`config.mk`:
```
export PLATFORM = sky130hd
export DESIGN_NAME = array_3d_fill_seq
export DESIGN_NICKNAME = d
export VERILOG_FILES = /design/src/rtl/array_3d_fill_seq.sv
export SDC_FILE = /design/constraint.sdc
export NUM_CORES = 1
export LEC_CHECK = 0
export ABC_AREA = 1
export BUFFER_PORTS_ARGS = -buffer_cell sky130_fd_sc_hd__buf_2
export CAP_MARGIN = 0
export CORE_MARGIN = 1.5
export CORE_UTILIZATION = 35
export DETAILED_ROUTE_END_ITERATION = 10
export GPL_TIMING_DRIVEN = 0
export MAX_ROUTING_LAYER = met4
export RECOVER_POWER = 25
export SYNTH_ARGS = -nofsm -noshare
export SYNTH_HDL_FRONTEND = slang
export SYNTH_SLANG_ARGS = --single-unit
```
`constraint.sdc`:
```
create_clock -name clk -period 3.3 [get_ports clk]
set_input_delay 0.33 -clock clk [delete_from_list [all_inputs] [get_ports clk]]
set_output_delay 0.33 -clock clk [all_outputs]
set_load 0.02 [all_outputs]
```
`src/rtl/array_3d_fill_seq.sv`:
```
// Fill sequencer for a packed [DI][DJ][DK][DW] array: one element per clock, k fastest,
// element value = base + i + j + k. Optional stall input under `ARRAY_FILL_STALL_EN.
module array_3d_fill_seq #(
  parameter int DI = 4,
  parameter int DJ = 3,
  parameter int DK = 2,
  parameter int DW = 8
) (
  input  logic                                  clk,
  input  logic                                  rst_n,
  input  logic                                  start,
  input  logic [DW-1:0]                         base,
`ifdef ARRAY_FILL_STALL_EN
  input  logic                                  stall,
`endif
  output logic                                  busy,
  output logic                                  done,
  output logic                                  wr_en,
  output logic [((DI > 1) ? $clog2(DI) : 1)-1:0] wr_i,
  output logic [((DJ > 1) ? $clog2(DJ) : 1)-1:0] wr_j,
  output logic [((DK > 1) ? $clog2(DK) : 1)-1:0] wr_k,
  output logic [DW-1:0]                         wr_dat,
  output logic [DI-1:0][DJ-1:0][DK-1:0][DW-1:0] array_q
);

  localparam int IW = (DI > 1) ? $clog2(DI) : 1;
  localparam int JW = (DJ > 1) ? $clog2(DJ) : 1;
  localparam int KW = (DK > 1) ? $clog2(DK) : 1;

  typedef enum logic [1:0] {
    ST_IDLE = 2'd0,
    ST_RUN  = 2'd1,
    ST_DONE = 2'd2
  } state_t;

  state_t        state_r;
  state_t        state_s;
  logic [IW-1:0] i_r;
  logic [JW-1:0] j_r;
  logic [KW-1:0] k_r;
  logic [DW-1:0] base_r;
  logic          stall_s;
  logic          adv_s;
  logic          last_s;
  logic [DW-1:0] sum_s;

`ifdef ARRAY_FILL_STALL_EN
  assign stall_s = stall;
`else
  assign stall_s = 1'b0;
`endif

  // Advance qualifier, last-element detect and element value (modulo 2^DW).
  always_comb begin
    last_s = (i_r == IW'(DI - 1)) && (j_r == JW'(DJ - 1)) && (k_r == KW'(DK - 1));
    adv_s  = (state_r == ST_RUN) && !stall_s;
    sum_s  = base_r + DW'(i_r) + DW'(j_r) + DW'(k_r);
  end

  // State register.
  always_ff @(posedge clk or negedge rst_n) begin
    if (!rst_n) begin
      state_r <= ST_IDLE;
    end else begin
      state_r <= state_s;
    end
  end

  // Next-state logic; DONE always lasts exactly one cycle.
  always_comb begin
    state_s = state_r;
    case (state_r)
      ST_IDLE: begin
        if (start) state_s = ST_RUN;
        else       state_s = ST_IDLE;
      end
      ST_RUN: begin
        if (adv_s && last_s) state_s = ST_DONE;
        else                 state_s = ST_RUN;
      end
      ST_DONE: state_s = ST_IDLE;
      default: state_s = ST_IDLE;
    endcase
  end

  // Index walk (k fastest) and base capture on an accepted start.
  always_ff @(posedge clk or negedge rst_n) begin
    if (!rst_n) begin
      i_r    <= '0;
      j_r    <= '0;
      k_r    <= '0;
      base_r <= '0;
    end else if (state_r == ST_IDLE) begin
      if (start) begin
        base_r <= base;
        i_r    <= '0;
        j_r    <= '0;
        k_r    <= '0;
      end
    end else if (adv_s) begin
      if (k_r == KW'(DK - 1)) begin
        k_r <= '0;
        if (j_r == JW'(DJ - 1)) begin
          j_r <= '0;
          if (i_r == IW'(DI - 1)) i_r <= '0;
          else                    i_r <= i_r + IW'(1);
        end else begin
          j_r <= j_r + JW'(1);
        end
      end else begin
        k_r <= k_r + KW'(1);
      end
    end
  end

  // Array storage: only reset clears it, runs overwrite in place.
  always_ff @(posedge clk or negedge rst_n) begin
    if (!rst_n) begin
      array_q <= '0;
    end else if (adv_s) begin
      array_q[i_r][j_r][k_r] <= sum_s;
    end
  end

  // Observer outputs decoded from registered state.
  always_comb begin
    busy   = (state_r != ST_IDLE);
    done   = (state_r == ST_DONE);
    wr_en  = adv_s;
    wr_i   = i_r;
    wr_j   = j_r;
    wr_k   = k_r;
    if (state_r == ST_RUN) wr_dat = sum_s;
    else                   wr_dat = '0;
  end

endmodule

```
# --- Yosys cells after proc, flatten, opt, wreduce, memory -nomap -nowiden ---
# Cells that the tools add are included.
totals:
  ff_bits: 207
  word_cells: 86
classes:
  add_sub_neg: 6
  order_cmp: 6
  eq_ne: 5
  mux: 25
  reduce_logical: 15
ops:
  columns: ["operator", "count"]
  rows:
  - ["bitwise mux 192 bit", 1]
  - ["demux 48 bit (select 2 bit)", 1]
  - ["2-to-1 mux 48 bit", 1]
  - ["demux 16 bit (select 2 bit)", 1]
  - ["2-to-1 mux 2 bit", 11]
  - ["adder 8 x 2 -> 8 bit", 2]
  - ["2-to-1 mux 16 bit", 1]
  - ["2-to-1 mux 8 bit", 2]
  - ["adder 8 x 1 -> 8 bit", 1]
  - ["demux 8 bit (select 1 bit)", 1]
  - ["nonzero test 2 bit", 4]
  - ["equality test 2 bit (second input constant)", 3]
  - ["logical AND 1 bit", 6]
  - ["less-than comparator 2 x 3 -> 1 bit (second input constant)", 2]
  - ["2-to-1 mux 1 bit", 5]
  - ["adder 2 x 1 -> 2 bit (second input constant)", 2]
  - ["greater-or-equal comparator 2 x 1 -> 1 bit (second input constant)", 2]
  - ["one-hot mux 2 bit (2 select lines)", 1]
  - ["AND reduction 2 bit", 2]
  - ["AND reduction 4 bit", 1]
  - ["AND reduction 3 bit", 1]
  - ["equality test 2 x 1 -> 1 bit (second input constant)", 1]
  - ["zero test 2 bit", 1]
  - ["less-than comparator 1 x 2 -> 1 bit (second input constant)", 1]
  - ["other kinds (3)", 3]

# --- Depth between registers and ports, before layout ---
# Gate-level depths: netlist of the first run.
logic_depth:
  depth_word: 9
  ltp_mapped: 9

# --- Least setup slack after synthesis of the first run ---
# Ideal clock, no wire load.
synth_path:
  path_type: "register to output"
  startpoint: "register j_r[0] (netlist: wr_j[0])"
  endpoint: "output port wr_dat[6]"
  arrival_time_ps: 2761
  t_required_ps: 2970
  setup_slack_ps: 209
  path_stages_with_launch: 10
  path_buffers: 1
  path_cell_list: "dfrtp_1 -> fa_1 -> ha_1 -> fa_1 -> a21oi_1 -> nor2_1 -> nand2_1 -> buf_2 -> nand2_1 -> nor2_1"
synth_via:
  elab_chain_cells: 3
synth_rtl:
  columns: ["element", "line", "text"]
  rows:
  - ["start, declared", "39", "logic [JW-1:0] j_r;"]
  - ["start signal, assigned", "108", "j_r <= j_r + JW'(1);"]
  - ["adder 8 x 2 -> 8 bit", "57", "sum_s = base_r + DW'(i_r) + DW'(j_r) + DW'(k_r);"]
  - ["adder 8 x 1 -> 8 bit", "57", null]
  - ["2-to-1 mux 8 bit", "133", "if (state_r == ST_RUN) wr_dat = sum_s;"]
  - ["end, declared", "22", "output logic [DW-1:0] wr_dat,"]
# Every way passes these cells.

# --- Worst setup path in the final report of the first run ---
layout_path:
  startpoint: "register i_r[0] (netlist: wr_i[0])"
  endpoint: "output port wr_dat[4]"
layout_via:
  elab_chain_cells: 4
layout_rtl:
  columns: ["element", "line", "text"]
  rows:
  - ["start, declared", "38", "logic [IW-1:0] i_r;"]
  - ["start signal, assigned", "106", "else i_r <= i_r + IW'(1);"]
  - ["adder 8 x 2 -> 8 bit (2 in a row)", "57", null]
  - ["adder 8 x 1 -> 8 bit", "57", null]
  - ["2-to-1 mux 8 bit", "133", null]
# Every way passes these cells.

==> results of run 1 <==
per-layer routing:
layer	vias to the layer above	wire (µm)
li1	3398	-
met1	3372	11800
met2	211	12400
met3	34	1910
met4	0	456
met5	-	0
layout by cell type, fill, tap and decap left out, types with 13 or more instances in the layout:
cell / netlist / routed
sky130_fd_sc_hd__buf_2: 25 / 184
sky130_fd_sc_hd__nand3_1: 103 / 99
sky130_fd_sc_hd__nor2_1: 16 / 17
sky130_fd_sc_hd__dfrtp_1: 207 / 203
sky130_fd_sc_hd__buf_6: 12 / 15
sky130_fd_sc_hd__inv_1: 14 / 13
sky130_fd_sc_hd__o21ai_1: 77 / 77
sky130_fd_sc_hd__nor2_4: 23 / 22
sky130_fd_sc_hd__inv_2: 27 / 27
sky130_fd_sc_hd__o21ai_0: 16 / 16
sky130_fd_sc_hd__buf_4: 1 / 15
sky130_fd_sc_hd__clkbuf_1: 11 / 72
sky130_fd_sc_hd__nand2_1: 312 / 309
sky130_fd_sc_hd__clkbuf_16: 0 / 25
cells by family (layout without fill, tap and decap cells):
family / Yosys count / count (layout) / share of synthesized area [%]
compound gates: 110 / 110 / 6.89
fa+ha+maj: 10 / 10 / 1.71
mux: 5 / 5 / 0.650
xor+xnor: 1 / 1 / 0.101
buf+inv: 92 / 365 / 5.64
flops: 207 / 207 / 59.8
simple gates: 470 / 470 / 25.2
what timing repair did:
action,4_1_cts,5_1_grt
endpoints found under the setup margin,18,7
endpoints found under the hold margin,93,0
hold buffers,1,0
resized for setup,32,12
buffers inserted,6,4
pin swaps,4,3
sequential cells by signal (all words and copies together), names as in the netlist:
register	cells
array_q	192
base_r	8
state_r	2
wr_i	2
wr_j	2
wr_k	1
area by class of cell:
| type | instances | area [µm²] | share of cell area [%] |
|---|---|---|---|
| Buffer | 51 | 360 | 3.24 |
| Clock buffer | 40 | 732 | 6.58 |
| Clock inverter | 3 | 43.8 | 0.394 |
| Inverter | 41 | 158 | 1.42 |
| Multi-Input combinational cell | 596 | 3090 | 27.8 |
| Sequential cell | 207 | 5180 | 46.6 |
| Tap cell | 324 | 405 | 3.64 |
| Timing Repair Buffer | 230 | 1140 | 10.3 |
how the worst max path moves through the flow:
stage	endpoint	slack [ns]	depth (start not counted)
3_3_place_gp	array_q[2]	-1.76	1
6_report	wr_dat[4]	0.10	10
5_1_grt	wr_dat[0]	-0.01	6
2_1_floorplan	wr_dat[6]	0.21	9
4_1_cts	wr_dat[5]	-0.01	9
3_5_place_dp	wr_dat[2]	-0.23	7
stage by stage:
| stage | utilization, % | setup slack (ns) | hold slack [ns] |
|---|---|---|---|
| finish | 45.7 | 0.101 | 0.0468 |
| global route | 45.7 | -0.0138 | 0.0431 |
| global placement | 41.8 | -1.76 | 0.459 |
| CTS | 45.8 | -0.0111 | 0.0311 |
| detailed placement | 41.9 | -0.229 | 0.409 |
| floorplan | - | 0.209 | 0.0344 |
==> impl_metrics.json, run 1 <==
{
  "timing.rr.start": "wr_i[0]",
  "syn_area_um2": 8660,
  "timing.max_cap.violations": 1,
  "detailedRoute.firstIterationViolations": 470,
  "yosys_top_cell_by_area": "sky130_fd_sc_hd__dfrtp_1",
  "failed_checks": "max-capacitance violations, max-slew violations",
  "global_route.overflow_total": 0,
  "critPathBufInv": 2,
  "antenna_violations_before_repair": 0,
  "clock_latency_ns": 0.51,
  "worstRegToRegCells": 7,
  "setup.worst_path.end_class": "output port",
  "detail_route.drc_violations": 0,
  "cts_buffers": 24,
  "fin_area_um2": 11100,
  "max_slew_margin_pct": -62.7,
  "antennaDiodeCount": 0,
  "hold_path.class": "input pin to register",
  "r2r_setup_slack_ns": 0.41,
  "synth.ff_latch_count": 207,
  "final_period_minus_worst_setup_slack_ns": 3.20,
  "finalNonFillerCells": 1492,
  "grt_busiest_layer": "met2",
  "placed_area_um2": 10200,
  "critical_path_arrival_ns": 2.87,
  "grtUsageMet2_pct": 33.1,
  "wirelength_um": 26500,
  "avgViaCountPerCell": 4.70,
  "total_count_of_max_transition_violations_in_the_final_report": 94,
  "start_util_pct": 35.6,
  "share_of_the_yosys_chip_area_belonging_to_registers_pct": 59.8,
  "grt_start_max_net_pins": 115,
  "core_area_um2": 24300,
  "gpl.final_weighted_congestion": 0.787,
  "synthMostInstantiatedCell": "sky130_fd_sc_hd__nand2_1",
  "post-place-cells": 1438,
  "die_y_um": 160,
  "first_global_vias": 6951,
  "worst_clock_skew_ns": 0.0130,
  "post_synthesis_area_per_instance_um2": 9.67,
  "r2r-end": "array_q[145]",
  "final_net_count": 1172,
  "grt_setup_unrepaired": "yes",
  "detail_route.first_pass.iterations": 5,
  "worstPathCellList": "fa_1 -> ha_2 -> fa_2 -> a21oi_4 -> nor2_1 -> nand2_2 -> buf_6 -> nand2_1 -> nor2_1 -> buf_4",
  "drive_above_1_share_pct": 29.9,
  "max_freq_mhz": 313,
  "cts.htree.levels": 1,
  "timing_hold_violations_final": 0,
  "drt-wirelength-per-cell_um": 17.8,
  "synth_edf_count": 0,
  "io_pins": 219,
  "yosysTopAreaCellShare_pct": 59.8,
  "critPathKind": "register to output port",
  "timing.critical_path.from_type": "register",
  "globalRouteMet1Util_pct": 28.1,
  "crit_path_max_fanout": 3,
  "grt.total_usage_pct": 21.2,
  "worst_path_max_delay_cell": "sky130_fd_sc_hd__fa_1",
  "most_frequent_cells_after_synthesis": "sky130_fd_sc_hd__nand2_1 (312), sky130_fd_sc_hd__dfrtp_1 (207), sky130_fd_sc_hd__nand3_1 (103)",
  "placement.io_buffers": 218,
  "std_cell_rows": 57,
  "syn-num-nets": 916,
  "netlist-cell-type-count": 28,
  "die_area_um2": 25700,
  "cts.clk_slew.worst_paths_ns": 0.06,
  "grt_pass1_wl_um": 41100,
  "critPathMostFrequentCell": "sky130_fd_sc_hd__nor2_1",
  "fin_crit_sh_pct": 96.9,
  "outcome": "finished, violations left",
  "required_time_worst_endpoint_ns": 2.97,
  "max_slew.worst_pin.slew_ns": 2.44,
  "chipWidth_um": 160,
  "worstSetupStartpoint": "wr_i[0]",
  "critPathTopFamily": "adder cells",
  "netlist_top_cells_area": "sky130_fd_sc_hd__dfrtp_1 (60%), sky130_fd_sc_hd__nand2_1 (14%), sky130_fd_sc_hd__nand3_1 (6.0%)",
  "report.final.setup_viol": 0,
  "cp_slowest_stage_delay_ns": 0.48,
  "tritoncts_clock_tree": "yes",
  "hold-path-endpoint": "base_r[2]",
  "top_flip_flop_cell_by_instance_count_after_synthesis": "sky130_fd_sc_hd__dfrtp_1",
  "half_perimeter_wire_length_after_placement_um": 18100,
  "filler_cell_count": 2400,
  "cts_num_sinks": 207,
  "layout-area-overhead-vs-synth_pct": 28.5,
  "clk_path_buf_depth": 3,
  "yosys_warnings": 0,
  "grt_use_met3_pct": 4.83,
  "setup-tns-final_ns": 0,
  "worstHoldPathCells": 2,
  "buffer_type_at_the_clock_tree_root": "sky130_fd_sc_hd__clkbuf_16",
  "async_flop_share_pct": 100,
  "via_count": 7015,
  "synthesis.instances": 895,
  "hold_path_startpoint": "base[2]",
  "antenna_violating_nets_post_route": 0
}
Power of run 1 is not shown: default switching activity piles up to over one toggle a cycle in this logic, so the estimate is an artifact.
==> run 2: changes to the inputs <==
==> constraint.sdc (replaced) <==
create_clock -name clk -period 3.3 [get_ports clk]
set_input_delay 0.165 -clock clk [delete_from_list [all_inputs] [get_ports clk]]
set_output_delay 0.165 -clock clk [all_outputs]
set_load 0.02 [all_outputs]
==> run 2 against run 1 <==
Effect of this change:
- the flow still finishes with violations (max-capacitance violations, max-slew violations)
- wire length decreased by 0.54%
- flip-flop and latch count unchanged
- critical endpoint is now wr_dat[1]
- non-clock buffer count increased by 7
- critical path type unchanged
==> impl_metrics.json, run 2 (synthesis gave the netlist of run 1 again) <==
{
  "drive_above_1_share_pct": 28.9,
  "worstHoldPathCells": 4,
  "critPathKind": "register to output port",
  "half_perimeter_wire_length_after_placement_um": 18100,
  "mostFrequentLayoutCell": "sky130_fd_sc_hd__nand2_1",
  "grt_busiest_layer": "met2",
  "number_of_flip_flops_under_the_largest_register_name": 192,
  "final_period_minus_worst_setup_slack_ns": 3.19,
  "die_area_um2": 25700,
  "detail_route.drc_violations": 0,
  "layout-area-overhead-vs-synth_pct": 28.7,
  "tritoncts_clock_tree": "yes",
  "timing_hold_violations_final": 0,
  "avgViaCountPerCell": 4.69,
  "chipWidth_um": 160,
  "worstRegToRegCells": 9,
  "cts.clk_slew.worst_paths_ns": 0.06,
  "timing.critical_path.from_type": "register",
  "report.final.setup_viol": 0,
  "io_pins": 219,
  "fin_crit_sh_pct": 96.6,
  "drt-wirelength-per-cell_um": 17.6,
  "clock_latency_ns": 0.51,
  "r2r_setup_slack_ns": 0.27,
  "setup.worst_path.end_class": "output port",
  "cts_num_sinks": 207,
  "antenna_violations_before_repair": 0,
  "antenna_violating_nets_post_route": 0,
  "start_util_pct": 35.6,
  "gpl.final_weighted_congestion": 0.787,
  "failed_checks": "max-capacitance violations, max-slew violations",
  "max_slew_margin_pct": -62.6,
  "mostFrequentLayoutCells": "sky130_fd_sc_hd__nand2_1 (308), sky130_fd_sc_hd__dfrtp_1 (204), sky130_fd_sc_hd__buf_2 (180)",
  "globalRouteMet1Util_pct": 28.1,
  "clk_path_buf_depth": 3,
  "placement.io_buffers": 218,
  "grt_pass1_wl_um": 40900,
  "antennaDiodeCount": 0,
  "r2r-end": "array_q[70]",
  "outcome": "finished, violations left",
  "grtUsageMet2_pct": 32.9,
  "grt_start_max_net_pins": 115,
  "hold_path_startpoint": "start",
  "detailedRoute.firstIterationViolations": 441,
  "grt.total_usage_pct": 21.1,
  "biggestRegsByFlops": "array_q x192, base_r x8",
  "buffer_type_at_the_clock_tree_root": "sky130_fd_sc_hd__clkbuf_16",
  "via_count": 7033,
  "top_register": "array_q",
  "worst_clock_skew_ns": 0.0111,
  "grt_setup_unrepaired": "no",
  "total_count_of_max_transition_violations_in_the_final_report": 94,
  "required_time_worst_endpoint_ns": 3.13,
  "max_slew.worst_pin.slew_ns": 2.44,
  "fin_hold_ws_ns": 0.145,
  "wirelength_um": 26400,
  "cts.htree.levels": 1,
  "core_area_um2": 24300,
  "timing.rr.start": "wr_i[0]",
  "grt_use_met3_pct": 4.62,
  "die_y_um": 160,
  "global_route.overflow_total": 0,
  "detail_route.first_pass.iterations": 6,
  "final_net_count": 1179,
  "cts_buffers": 24,
  "std_cell_rows": 57,
  "crit_path_max_fanout": 10,
  "hold_path.class": "input pin to register",
  "max_freq_mhz": 314,
  "first_global_vias": 6947,
  "timing.max_cap.violations": 1,
  "critical_path_arrival_ns": 3.02,
  "worstSetupStartpoint": "wr_i[0]",
  "hold-path-endpoint": "wr_j[0]"
}
## run 2: layout make-up
class / instances / area, µm²
Sequential cell: 207 / 5180
Buffer: 51 / 357
Timing Repair Buffer: 237 / 1210
Tap cell: 324 / 405
Clock inverter: 3 / 43.8
Fill cell: 2406 / 13200
Multi-Input combinational cell: 596 / 3060
Inverter: 41 / 154
Clock buffer: 40 / 732
## run 2: worst max path at each step
stage,endpoint,slack [ns]
floorplan,wr_dat[6],0.37
global placement,array_q[2],-1.60
detailed placement,array_q[146],-0.14
CTS,wr_dat[2],-0.06
global route,wr_dat[1],0.0008
finish,wr_dat[1],0.11
## run 2: what timing repair did
item	CTS	global route
resized for setup	20	12
setup endpoints to repair	17	7
buffers inserted	0	9
endpoints found under the hold margin	101	0
hold buffers	9	0
pin swaps	0	4
## run 2: worst max-delay path: stages (launching register included)
cell and delay, ns:
sky130_fd_sc_hd__dfrtp_2 0.43, sky130_fd_sc_hd__fa_1 0.48, sky130_fd_sc_hd__ha_1 0.23, sky130_fd_sc_hd__fa_2 0.46
sky130_fd_sc_hd__inv_1 0.30, sky130_fd_sc_hd__buf_2 0.36, sky130_fd_sc_hd__nor2_1 0.09, sky130_fd_sc_hd__buf_2 0.17
## run 2: through the flow
step	utilization [%]	cell area [µm²]	instances	TNS [ns]	setup slack, ns
2_1_floorplan	-	8660	895	0	0.374
3_5_place_dp	41.9	10200	1438	-0.997	-0.138
6_report	45.8	11100	1499	0	0.112
4_1_cts	45.8	11100	1490	-0.0846	-0.0565
3_3_place_gp	41.8	10200	1437	-326.22	-1.60
5_1_grt	45.8	11100	1499	0	0.000782
## run 2: per-layer routing
layer	vias to the layer above	part of all wire [%]
met1	3383	45
met2	207	47
met5	-	0
met4	0	1.8
met3	34	6.7
li1	3409	-
Power of run 2 is left out for the same reason.
==> run 3: changes to the inputs <==
--- a/config.mk
+++ b/config.mk
@@ -8,8 +8,10 @@
 export ABC_AREA = 1
 export BUFFER_PORTS_ARGS = -buffer_cell sky130_fd_sc_hd__buf_2
 export CAP_MARGIN = 0
-export CORE_MARGIN = 1.5
+export CORE_MARGIN = 4
 export CORE_UTILIZATION = 35
+export CTS_CLUSTER_DIAMETER = 30
+export CTS_CLUSTER_SIZE = 20
 export DETAILED_ROUTE_END_ITERATION = 10
 export GPL_TIMING_DRIVEN = 0
 export MAX_ROUTING_LAYER = met4
==> run 3 against run 2 <==
Effect of this change:
- the flow still finishes with violations (max-capacitance violations, max-slew violations)
- global-route usage shrank 0.32 points
- utilization grew 3.5 points
- worst setup slack gained 0.017 ns
- clock-buffer cell count grew 24
- register-to-register slack gained 0.10 ns
- flip-flop and latch count is the same
- cell area grew 7.7%
- largest cell class unchanged
==> impl_metrics.json, run 3 (synthesis gave the netlist of run 1 again) <==
{
  "hold-path-endpoint": "wr_j[0]",
  "hold_path.class": "input pin to register",
  "std_cell_rows": 57,
  "die_y_um": 165,
  "clk_path_buf_depth": 3,
  "fin_crit_sh_pct": 96.1,
  "hold_path_startpoint": "start",
  "critical_path_arrival_ns": 3.01,
  "r2r-end": "array_q[171]",
  "placement.io_buffers": 218,
  "drt-wirelength-per-cell_um": 18.0,
  "worst_path_max_delay_cell": "sky130_fd_sc_hd__fa_1",
  "failed_checks": "max-capacitance violations, max-slew violations",
  "io_pins": 219,
  "grt_pass1_wl_um": 42400,
  "cp_slowest_stage_delay_ns": 0.49,
  "drive_above_1_share_pct": 31.2,
  "timing.critical_path.from_type": "register",
  "post-route-util_pct": 49.3,
  "cts.htree.levels": 2,
  "top_register": "array_q",
  "r2r_setup_slack_ns": 0.37,
  "timing.rr.start": "wr_i[1]",
  "grtUsageMet2_pct": 32.0,
  "worstRegToRegCells": 8,
  "first_global_vias": 7392,
  "layout-area-overhead-vs-synth_pct": 38.5,
  "total_count_of_max_transition_violations_in_the_final_report": 95,
  "chipWidth_um": 165,
  "timing.max_cap.violations": 1,
  "worstPathCellList": "fa_1 -> ha_2 -> fa_2 -> a21oi_4 -> nor2_1 -> nand2_2 -> buf_6 -> nand2_1 -> nor2_2 -> buf_4",
  "final_period_minus_worst_setup_slack_ns": 3.17,
  "grt_busiest_layer": "met2",
  "grt.total_usage_pct": 20.8,
  "biggestRegsByFlops": "array_q x192, base_r x8",
  "mostFrequentLayoutCells": "sky130_fd_sc_hd__nand2_1 (307), sky130_fd_sc_hd__dfrtp_1 (204), sky130_fd_sc_hd__buf_2 (176)",
  "global_route.overflow_total": 0,
  "mostFrequentLayoutCell": "sky130_fd_sc_hd__nand2_1",
  "detail_route.first_pass.iterations": 5,
  "avgViaCountPerCell": 4.76,
  "via_count": 7292,
  "die_area_um2": 27300,
  "tritoncts_clock_tree": "yes",
  "finalNonFillerCells": 1531,
  "max_slew.worst_pin.slew_ns": 2.52,
  "detailedRoute.firstIterationViolations": 540,
  "final_net_count": 1199,
  "cts_num_sinks": 207,
  "globalRouteMet1Util_pct": 27.7,
  "cts_buffers": 47,
  "grt_use_met3_pct": 4.94,
  "timing_hold_violations_final": 0,
  "setup.worst_path.end_class": "output port",
  "antenna_violations_before_repair": 0,
  "required_time_worst_endpoint_ns": 3.13,
  "cts.clk_slew.worst_paths_ns": 0.04,
  "clock_latency_ns": 0.52,
  "grt_start_max_net_pins": 114,
  "crit_path_max_fanout": 10,
  "antennaDiodeCount": 0,
  "post-place-cells": 1438,
  "start_util_pct": 35.6,
  "outcome": "finished, violations left",
  "antenna_violating_nets_post_route": 0,
  "detail_route.drc_violations": 0,
  "critPathKind": "register to output port",
  "number_of_flip_flops_under_the_largest_register_name": 192,
  "half_perimeter_wire_length_after_placement_um": 18600,
  "gpl.final_weighted_congestion": 0.793,
  "worstHoldPathCells": 4,
  "max_freq_mhz": 315,
  "core_area_um2": 24300,
  "wirelength_um": 27600,
  "buffer_type_at_the_clock_tree_root": "sky130_fd_sc_hd__clkbuf_16",
  "worst_clock_skew_ns": 0.0167,
  "max_slew_margin_pct": -68.3,
  "report.final.setup_viol": 0
}
==> run 3: cell types whose count changed in the layout (fill, tap and decap cells not counted), sizes merged <==
cell,previous run,this run
inv,42,41
clkbuf,109,136
clkinv,1,5
clkinvlp,0,2
buf,210,204
bufinv,1,7
==> run 3: critical path, delay by kind of cell, from the launching register on <==
| family | cells | cell delay (ns) |
|---|---|---|
| adders and majority gates | 3 | 1.15 |
| DFF | 1 | 0.43 |
| and+or+nand+nor | 4 | 0.40 |
| buffers and inverters | 2 | 0.32 |
| AOI/OAI and AO/OA | 1 | 0.20 |
==> run 3: worst max path at each step <==
| stage | startpoint | to | slack [ns] | cells past startpoint |
|---|---|---|---|---|
| floorplan | wr_j[0] | wr_dat[6] | 0.37 | 9 |
| global placement | rst_n | array_q[160] | -1.61 | 1 |
| detailed placement | wr_j[0] | array_q[146] | -0.10 | 6 |
| CTS | wr_i[1] | wr_dat[7] | -0.08 | 9 |
| global route | wr_i[0] | wr_dat[6] | -0.01 | 10 |
| finish | wr_i[0] | wr_dat[6] | 0.13 | 10 |
==> run 3: layout make-up <==
type / count / area [µm²]
Fill cell: 2318 / 12300
Sequential cell: 207 / 5180
Multi-Input combinational cell: 596 / 3080
Clock buffer: 64 / 1370
Timing Repair Buffer: 236 / 1200
Tap cell: 324 / 405
Buffer: 49 / 348
Clock inverter: 14 / 250
Inverter: 41 / 154
==> run 3: per-layer routing <==
metal | part of all wire (%) | up-vias
met1 | 44 | 3521
met2 | 46 | 256
li1 | - | 3472
met4 | 1.6 | 0
met5 | 0 | -
met3 | 8.1 | 43
==> run 3: per-stage QoR <==
stage / setup slack (ns) / area [µm²] / hold WS [ns] / setup TNS (ns)
after floorplan: 0.374 / 8660 / -0.131 / 0
after global placement: -1.61 / 10200 / 0.398 / -330.44
after detailed placement: -0.102 / 10200 / 0.250 / -0.423
after CTS: -0.0785 / 12000 / 0.145 / -0.111
after global routing: -0.0135 / 12000 / 0.198 / -0.0135
final: 0.129 / 12000 / 0.142 / 0
==> run 3: repair_timing <==
action                     in CTS  in global routing
resized for setup              19                 19
hold buffers                    9                  0
hold endpoints to repair      102                  0
buffers inserted                2                  6
setup endpoints to repair      18                  7
pin swaps                       2                  4
Power of run 3 is left out for the same reason.
